$ cat config.mk
export PLATFORM = sky130hd
export DESIGN_NAME = uart_tx_flat
export DESIGN_NICKNAME = d
export VERILOG_FILES = /design/src/rtl/uart_tx_if.sv /design/src/rtl/uart_tx.sv /design/src/flat_wrapper.sv
export SDC_FILE = /design/constraint.sdc
export NUM_CORES = 1
export LEC_CHECK = 0
export ABC_AREA = 1
export ABC_CLOCK_PERIOD_IN_PS = 3000
export BUFFER_PORTS_ARGS = -buffer_cell sky130_fd_sc_hd__buf_2
export CORE_UTILIZATION = 28
export CTS_BUF_LIST = sky130_fd_sc_hd__clkbuf_4 sky130_fd_sc_hd__clkbuf_8 sky130_fd_sc_hd__clkbuf_16
export DETAILED_ROUTE_END_ITERATION = 12
export MAX_ROUTING_LAYER = met4
export PLACE_DENSITY_LB_ADDON = 0.15
export SLEW_MARGIN = 20
export SYNTH_ARGS = -nofsm -noshare
export SYNTH_HDL_FRONTEND = slang
export SYNTH_SLANG_ARGS = --single-unit
$ cat constraint.sdc
create_clock -name clk -period 3 [get_ports clk]
set_input_delay 0.3 -clock clk [delete_from_list [all_inputs] [get_ports clk]]
set_output_delay 0.3 -clock clk [all_outputs]
set_load 0.02 [all_outputs]
$ cat src/rtl/uart_tx_if.sv
// Word-request handshake and serial-line signals of the UART transmitter.
// The control side uses the master modport; uart_tx uses the slave modport.
interface uart_tx_if;
  logic [7:0] data_in;
  logic       tx_start;
  logic       tx;
  logic       busy;
  logic       tx_done;
  logic [2:0] curr_state;

  modport master (
    output data_in, tx_start,
    input  tx, busy, tx_done, curr_state
  );

  modport slave (
    input  data_in, tx_start,
    output tx, busy, tx_done, curr_state
  );
endinterface

$ cat src/rtl/uart_tx.sv
// UART transmitter: start bit, 8 data bits LSB first, parity bit, STOP_BITS stop bits.
// Every output comes straight from a flop, so tx cannot glitch between bits.
module uart_tx #(
  parameter int BAUD_RATE = 4,
  parameter int PARITY    = 0,
  parameter int STOP_BITS = 1
) (
  input logic       clk,
  input logic       reset,
  uart_tx_if.slave  bus
);

  localparam int CW = $clog2(2 * STOP_BITS * BAUD_RATE + 1);
  localparam logic [CW-1:0] BIT_LAST  = CW'(2 * BAUD_RATE - 1);
  localparam logic [CW-1:0] STOP_LAST = CW'(STOP_BITS * 2 * BAUD_RATE - 1);

  typedef enum logic [2:0] {
    ST_INIT  = 3'd0,
    ST_IDLE  = 3'd1,
    ST_START = 3'd2,
    ST_DATA  = 3'd3,
    ST_PAR   = 3'd4,
    ST_STOP  = 3'd5
  } state_t;

  function automatic logic parity_of(input logic [7:0] d);
    if (PARITY == 0) return ^d;
    else             return ~^d;
  endfunction

  state_t        state_q, state_d;
  logic [CW-1:0] cnt_q, cnt_d;
  logic [2:0]    bit_idx_q, bit_idx_d;
  logic [7:0]    shift_q, shift_d;
  logic          par_q, par_d;
  logic          tx_q, tx_d;
  logic          tx_done_q, tx_done_d;
  logic          busy_q, busy_d;
  logic          bit_end;

  // Next-state, next-output computation; tx_d is the level shown after the coming edge.
  always_comb begin
    state_d   = state_q;
    cnt_d     = cnt_q;
    bit_idx_d = bit_idx_q;
    shift_d   = shift_q;
    par_d     = par_q;
    tx_d      = tx_q;
    tx_done_d = 1'b0;
    bit_end   = (cnt_q == BIT_LAST);
    case (state_q)
      ST_INIT: begin
        state_d = ST_IDLE;
        tx_d    = 1'b1;
      end
      ST_IDLE: begin
        tx_d = 1'b1;
        if (bus.tx_start) begin
          shift_d   = bus.data_in;
          par_d     = parity_of(bus.data_in);
          cnt_d     = '0;
          bit_idx_d = 3'd0;
          state_d   = ST_START;
          tx_d      = 1'b0;
        end else begin
          cnt_d = '0;
        end
      end
      ST_START: begin
        if (bit_end) begin
          cnt_d     = '0;
          bit_idx_d = 3'd0;
          state_d   = ST_DATA;
          tx_d      = shift_q[0];
        end else begin
          cnt_d = cnt_q + CW'(1);
        end
      end
      ST_DATA: begin
        if (bit_end) begin
          cnt_d   = '0;
          shift_d = shift_q >> 1;
          if (bit_idx_q == 3'd7) begin
            state_d = ST_PAR;
            tx_d    = par_q;
          end else begin
            bit_idx_d = bit_idx_q + 3'd1;
            tx_d      = shift_q[1];
          end
        end else begin
          cnt_d = cnt_q + CW'(1);
        end
      end
      ST_PAR: begin
        if (bit_end) begin
          cnt_d   = '0;
          state_d = ST_STOP;
          tx_d    = 1'b1;
        end else begin
          cnt_d = cnt_q + CW'(1);
        end
      end
      ST_STOP: begin
        tx_d = 1'b1;
        // Stop phase spans all stop bits with one counter run, hence the wider counter.
        if (cnt_q == STOP_LAST) begin
          cnt_d     = '0;
          state_d   = ST_IDLE;
          tx_done_d = 1'b1;
        end else begin
          cnt_d = cnt_q + CW'(1);
        end
      end
      default: begin
        state_d   = ST_INIT;
        cnt_d     = '0;
        bit_idx_d = 3'd0;
        tx_d      = 1'b1;
      end
    endcase
    busy_d = (state_d != ST_IDLE);
  end

  // State and output registers with synchronous active-low reset.
  always_ff @(posedge clk) begin
    if (!reset) begin
      state_q   <= ST_INIT;
      cnt_q     <= '0;
      bit_idx_q <= 3'd0;
      shift_q   <= 8'd0;
      par_q     <= 1'b0;
      tx_q      <= 1'b1;
      tx_done_q <= 1'b0;
      busy_q    <= 1'b1;
    end else begin
      state_q   <= state_d;
      cnt_q     <= cnt_d;
      bit_idx_q <= bit_idx_d;
      shift_q   <= shift_d;
      par_q     <= par_d;
      tx_q      <= tx_d;
      tx_done_q <= tx_done_d;
      busy_q    <= busy_d;
    end
  end

  assign bus.tx         = tx_q;
  assign bus.tx_done    = tx_done_q;
  assign bus.busy       = busy_q;
  assign bus.curr_state = state_q;

endmodule

$ cat src/flat_wrapper.sv
// flat-port wrapper written by rule: the top's interface ports become plain ports
module uart_tx_flat 
#(
  parameter int BAUD_RATE = 4,
  parameter int PARITY    = 0,
  parameter int STOP_BITS = 1
)
  (clk, reset, bus_data_in, bus_tx_start, bus_tx, bus_busy, bus_tx_done, bus_curr_state);
  uart_tx_if bus_i ();
  input logic clk;
  input logic reset;
  input wire logic [$bits(bus_i.data_in)-1:0] bus_data_in;
  input wire logic [$bits(bus_i.tx_start)-1:0] bus_tx_start;
  output wire logic [$bits(bus_i.tx)-1:0] bus_tx;
  output wire logic [$bits(bus_i.busy)-1:0] bus_busy;
  output wire logic [$bits(bus_i.tx_done)-1:0] bus_tx_done;
  output wire logic [$bits(bus_i.curr_state)-1:0] bus_curr_state;
  assign bus_i.data_in = bus_data_in;
  assign bus_i.tx_start = bus_tx_start;
  assign bus_tx = bus_i.tx;
  assign bus_busy = bus_i.busy;
  assign bus_tx_done = bus_i.tx_done;
  assign bus_curr_state = bus_i.curr_state;
  uart_tx #(.BAUD_RATE(BAUD_RATE), .PARITY(PARITY), .STOP_BITS(STOP_BITS)) u_core (.clk(clk), .reset(reset), .bus(bus_i));
endmodule
======== Word level (Yosys, flattened, before mapping) ========
Cells that the tools add are included.
W data, S select, Z words.
cells by class
  reduce and logical (&&, ||, !) cells .... 10
  multiplexer cells ....................... 24
  eq/ne operators ......................... 13
  bitwise operators ....................... 1
  $add $sub $neg .......................... 2
operator list
  kind                   number
  $mux W3                10
  $pmux W3 S6            1
  $mux W8                2
  $pmux W8 S2            1
  $pmux W3 S4            1
  $eq A3 B3 Y1 const B   3
  $pmux W4 S2            1
  $reduce_xor A8 Y1      1
  $eq A3 B2 Y1 const B   2
  $mux W1                6
  $ne A2 B1 Y1 const B   3
  $reduce_and A3 Y1      2
  $reduce_and A5 Y1      1
  $add A4 B1 Y4 const B  1
  $eq A4 B3 Y1 const B   1
  $mux W4                1
  $ne A2 B2 Y1 const B   2
  $pmux W1 S4            1
  $reduce_and A2 Y1      2
  $reduce_or A4 Y1       1
  $add A3 B1 Y3 const B  1
  $eq A3 B1 Y1 const B   1
  $logic_not A3 Y1       1
  $ne A3 B1 Y1 const B   1
  3 further kinds        3
storage, ports and cells
  flip-flop bits (word level) ............. 22
  word-level logic and storage cells ...... 58
  output and inout port bits .............. 6

======== Depth between registers and ports, before layout ========
  depth in word-level cells ............... 5
  depth in mapped cells ................... 10
  mapped depth without buffers ............ 10

======== Least setup slack after synthesis ========
OpenSTA, ideal clock, no wires.
  path kind ............................... reg2reg
  start point ............................. register u_core.state_q[2], in the netlist u_core.bus.curr_state[2]
  end point ............................... register u_core.tx_q, in the netlist u_core.bus.tx
  path slack .............................. 1.640 ns
  path buffers ............................ 1
  stages on the path, launching flop included .. 9
  required time ........................... 2.869 ns
  library setup time ...................... 0.131 ns
  clock period less this slack ............ 1.360 ns
  data arrival time ....................... 1.229 ns
  cell sequence ........................... dfxtp_1 inv_2 nand2_2 nor2_4 buf_2 nand2_1 o21ai_0 o21ai_0 nand3_1
between the ends
  word-level cells in the longest chain between the ends .. 3
  elaborated cells between the ends (all ways) .. 9
  those cells by class .................... 7 x eq/ne; 1 x mux; 1 x reduce/logical
RTL lines
  element                                              line            RTL
  from (decl)                                          uart_tx.sv:31   state_t state_q, state_d;
  from (signal assigned)                               uart_tx.sv:136  state_q <= state_d;
  $eq A3 B3 Y1 / $eq A3 B2 Y1 (equally long branches)  uart_tx.sv:51   case (state_q)
  $ne A2 B1 Y1 (no line)                               --
  $reduce_and A3 Y1 (no line)                          --
  to (signal assigned)                                 uart_tx.sv:141  tx_q <= tx_d;
  to (decl)                                            uart_tx.sv:36   logic tx_q, tx_d;
Several ways; a longest one is shown, not always the timed one.
A chain may end at the register's enable or synchronous reset.

======== Final worst setup path ========
  start point ............................. register u_core.cnt_q[0]
  end point ............................... register u_core.shift_q[5]
between the ends
  word-level cells in the longest chain between the ends .. 3
RTL lines
  element                      line            RTL
  from (decl)                  uart_tx.sv:32   logic [CW-1:0] cnt_q, cnt_d;
  from (signal assigned)       uart_tx.sv:137  cnt_q <= cnt_d;
  $eq A4 B3 Y1                 uart_tx.sv:50   bit_end = (cnt_q == BIT_LAST);
  $ne A2 B1 Y1 (no line)       --
  $reduce_and A3 Y1 (no line)  --
  to (signal assigned)         uart_tx.sv:139  shift_q <= shift_d;
  to (decl)                    uart_tx.sv:34   logic [7:0] shift_q, shift_d;
Every way passes these cells.

==> results by group <==
Setup path
  – CP max stage delay: 0.38 ns
  – Reg-to-Reg Start: u_core.cnt_q[0]
  – WP buf/inv: 0
  – WP data required: 3.20 ns
  – Arr. time, crit path: 1.73 ns
  – R2r endpoint: u_core.shift_q[5]
  – Slowest-stage cell, CP: dfxtp_1
  – Critical Path End Type: register
  – Critical Path Source Type: register
  – Critical Path, Cell by Cell: ha_1 > nand3_2 > nand2_1 > nand2_2 > nor2_2 > o21ai_0 > nor2_1
  – Reg-to-reg setup timing slack: 1.47 ns
  – Crit path max-delay family: simple AND/OR/NAND/NOR gates
  – R2R cell count: 7
  – Critical path type: reg2reg
  – Critical path fanouts, max: 10

Floorplanning
  – Die Y: 70.2 um
  – Core ar.: 4410 um^2
  – I/O pins: 17
  – Die W: 70.2 um
  – FP Rows: 24
  – Die area: 4930 um^2
  – Starting Density: 29.5%

Timing
  – Hold_ws: 0.343 ns
  – RSZ-0062 raised after global routing: false
  – Worst slew pin tran: 0.306 ns
  – Max Clk Rate: 655 MHz
  – Setup-failing EPs final: 0
  – Slew Limit Headroom: 79.5%
  – Max Slew Vio Count: 0
  – Tcrit/Tclk final: 50.9%
  – Fin crit period: 1.53 ns
  – PnR worst setup slack: 1.47 ns
  – Clock Skew: 0.00910 ns
  – Fin Setup TNS: 0 ns
  – Final hold vios: 0

Clock tree
  – CTS Buf Count: 3
  – H-Tree Depth: 1
  – Post_cts resized: 0
  – TritonCTS Sinks: 22
  – # Post-CTS Setup Buffers: 0
  – Skew-Pair Late Insertion Delay: 0.27 ns
  – CTS tree: yes
  – Root Buffer: clkbuf_8
  – CTS clk-pin slew, worst paths: 0.09 ns
  – CTS Buffer Depth: 2
  – Post-cts hold buffer count: 0

Yosys
  – YS warnings: 0
  – Synth Area in Simple Gates: 41.5%
  – EDFF count, synth: 0
  – Commonest cells post-synth: 65 x nand2_1, 35 x nor2_1, 22 x dfxtp_1
  – Main combinational cell family by area after synthesis: simple AND/OR/NAND/NOR gates
  – Synth top area share: 33.8%
  – Post-synthesis cell type count: 28
  – Compound-Gate Fraction of Synth Area: 10.3%
  – Top FF cell, synth: dfxtp_1
  – Synth Instances: 207
  – Register area share after synthesis: 33.8%
  – Dominant cell by count in the synthesized netlist: nand2_1
  – Mux share of post-synthesis cell area: 0%
  – Syn Std Cell Area: 1300 um^2
  – Adder-cell area share of the yosys netlist: 2.88%
  – Post-synth ARST share: 0%
  – XOR/XNOR Fraction of Synth Area: 4.03%
  – Area contributors post-synth: dfxtp_1 34%, nand2_1 19%, nor2_1 10%, inv_1 5.5%, o21ai_0 4.6%
  – Synthesized Nets: 221
  – Synth area leader: dfxtp_1
  – Synthesized area per cell: 6.30 um^2
  – Flops & latches, synth: 22

Final layout
  – Share of post-route cells with drive strength above 1: 16.0%
  – Area growth syn-to-layout: 15.9%
  – Fin area: 1510 um^2
  – Final Non-Filler Cells: 277
  – Register Area: 440 um^2
  – Fin util: 34.2%
  – Nets: 240
  – Fillers: 501
  – Multi-input gate area: 764 um^2
  – Antenna Cells: 0

Status
  – Run status: finished, final reports clean

Worst hold path
  – Kind of path behind the tightest hold check: in2reg
  – Worst Hold Launch: bus_data_in[7]
  – WHS Path Cells: 3
  – WHS Endpoint: u_core.shift_q[7]

Drt
  – Detailed Route Iter0 Violations: 47
  – Vias per cell: 4.46
  – Post-route ant nets: 0
  – DR pass1 iterations: 4
  – WL final: 2910 um
  – Residual DRC: 0
  – Wire per inst: 10.5 um
  – DR vias: 1235

Global route
  – Tot GR Track Use: 13.5%
  – Vias in the first global route: 1199
  – First-pass GRT wire length: 5220 um
  – Largest net degree at the start of global routing: 15
  – Total congestion overflow: 0
  – Initial antenna violation count: 0

Pwr
  – Worst vdd ir: 0.000310 V
  – Total Power: 0.845 mW
  – P_leak: 0.741 nW
  – Power density over the cells: 559 nW/um^2

Job
  – Total of max-cap violations: 0

Place
  – Cell Area, Placed: 1440 um^2
  – # port buffers: 16
  – DP Worst Slack: 1.50 ns
  – Placer Congestion: 0.806
  – HPWL after detailed placement: 2250 um
  – Placed Cells: 273
[power by group]
part	switching [mW]	internal [mW]	total [mW]	leakage [nW]
Sequential	0.0233	0.327	0.350	0.181
Combinational	0.139	0.0737	0.213	0.524
Clock	0.103	0.178	0.282	0.0357
[state kept, by name, indices dropped and copies added, names as in the netlist]
signal                 cells
u_core.par_q               1
u_core.cnt_q               4
u_core.bus.curr_state      3
u_core.bit_idx_q           3
u_core.bus.tx              1
u_core.bus.tx_done         1
u_core.shift_q             8
u_core.bus.busy            1
[how the worst max path moves through the flow]
stage | from | endpoint | slack (ns) | depth (start not counted)
detailed placement | u_core.cnt_q[0] | u_core.shift_q[5] | 1.50 | 7
floorplan | u_core.bus.curr_state[2] | u_core.bus.tx | 1.64 | 8
global route | u_core.cnt_q[0] | u_core.shift_q[5] | 1.22 | 7
finish | u_core.cnt_q[0] | u_core.shift_q[5] | 1.47 | 7
global placement | u_core.cnt_q[0] | u_core.shift_q[1] | 1.48 | 7
CTS | u_core.cnt_q[0] | u_core.shift_q[5] | 1.46 | 7
[worst min-delay path, cell delays in order]
cell,delay [ns]
buf_2,0.13
nand3_1,0.10
a21oi_2,0.05
[cell usage in the layout, fill, tap and decap left out, types with 2 or more instances in the layout]
cell and instances:
nand2_1 65, a21oi_1 7, nand3_1 11, clkbuf_8 3, inv_2 4, nor3_1 2, dfxtp_1 22, inv_1 19
o21ai_0 12, xnor2_1 3, nand2_2 4, ha_1 3, xor2_1 3, nor2_2 2, buf_2 16, nor2_4 2
nor2_1 35
[per-layer routing]
metal | wire length, um | part of all wire (%) | track usage (%)
met5 | 0 | 0 | -
met4 | 23 | 0.79 | 4.00
met3 | 90 | 3.1 | 3.03
met2 | 1320 | 45 | 22.4
met1 | 1480 | 51 | 16.3
[area by class of cell]
| type | instances | share of cell area, % |
|---|---|---|
| Multi-Input combinational cell | 159 | 50.6 |
| Clock buffer | 3 | 2.73 |
| Sequential cell | 22 | 29.1 |
| Tap cell | 52 | 4.30 |
| Clock inverter | 1 | 1.99 |
| Inverter | 24 | 5.96 |
| Timing Repair Buffer | 16 | 5.30 |
[cell families after synthesis]
group / count (synthesis)
and+or+nand+nor: 126
buffers and inverters: 26
AOI/OAI and AO/OA: 24
DFF: 22
xor gates and xnor gates: 6
adders and majority gates: 3
No activity file was read; power rests on OpenSTA's default activity.
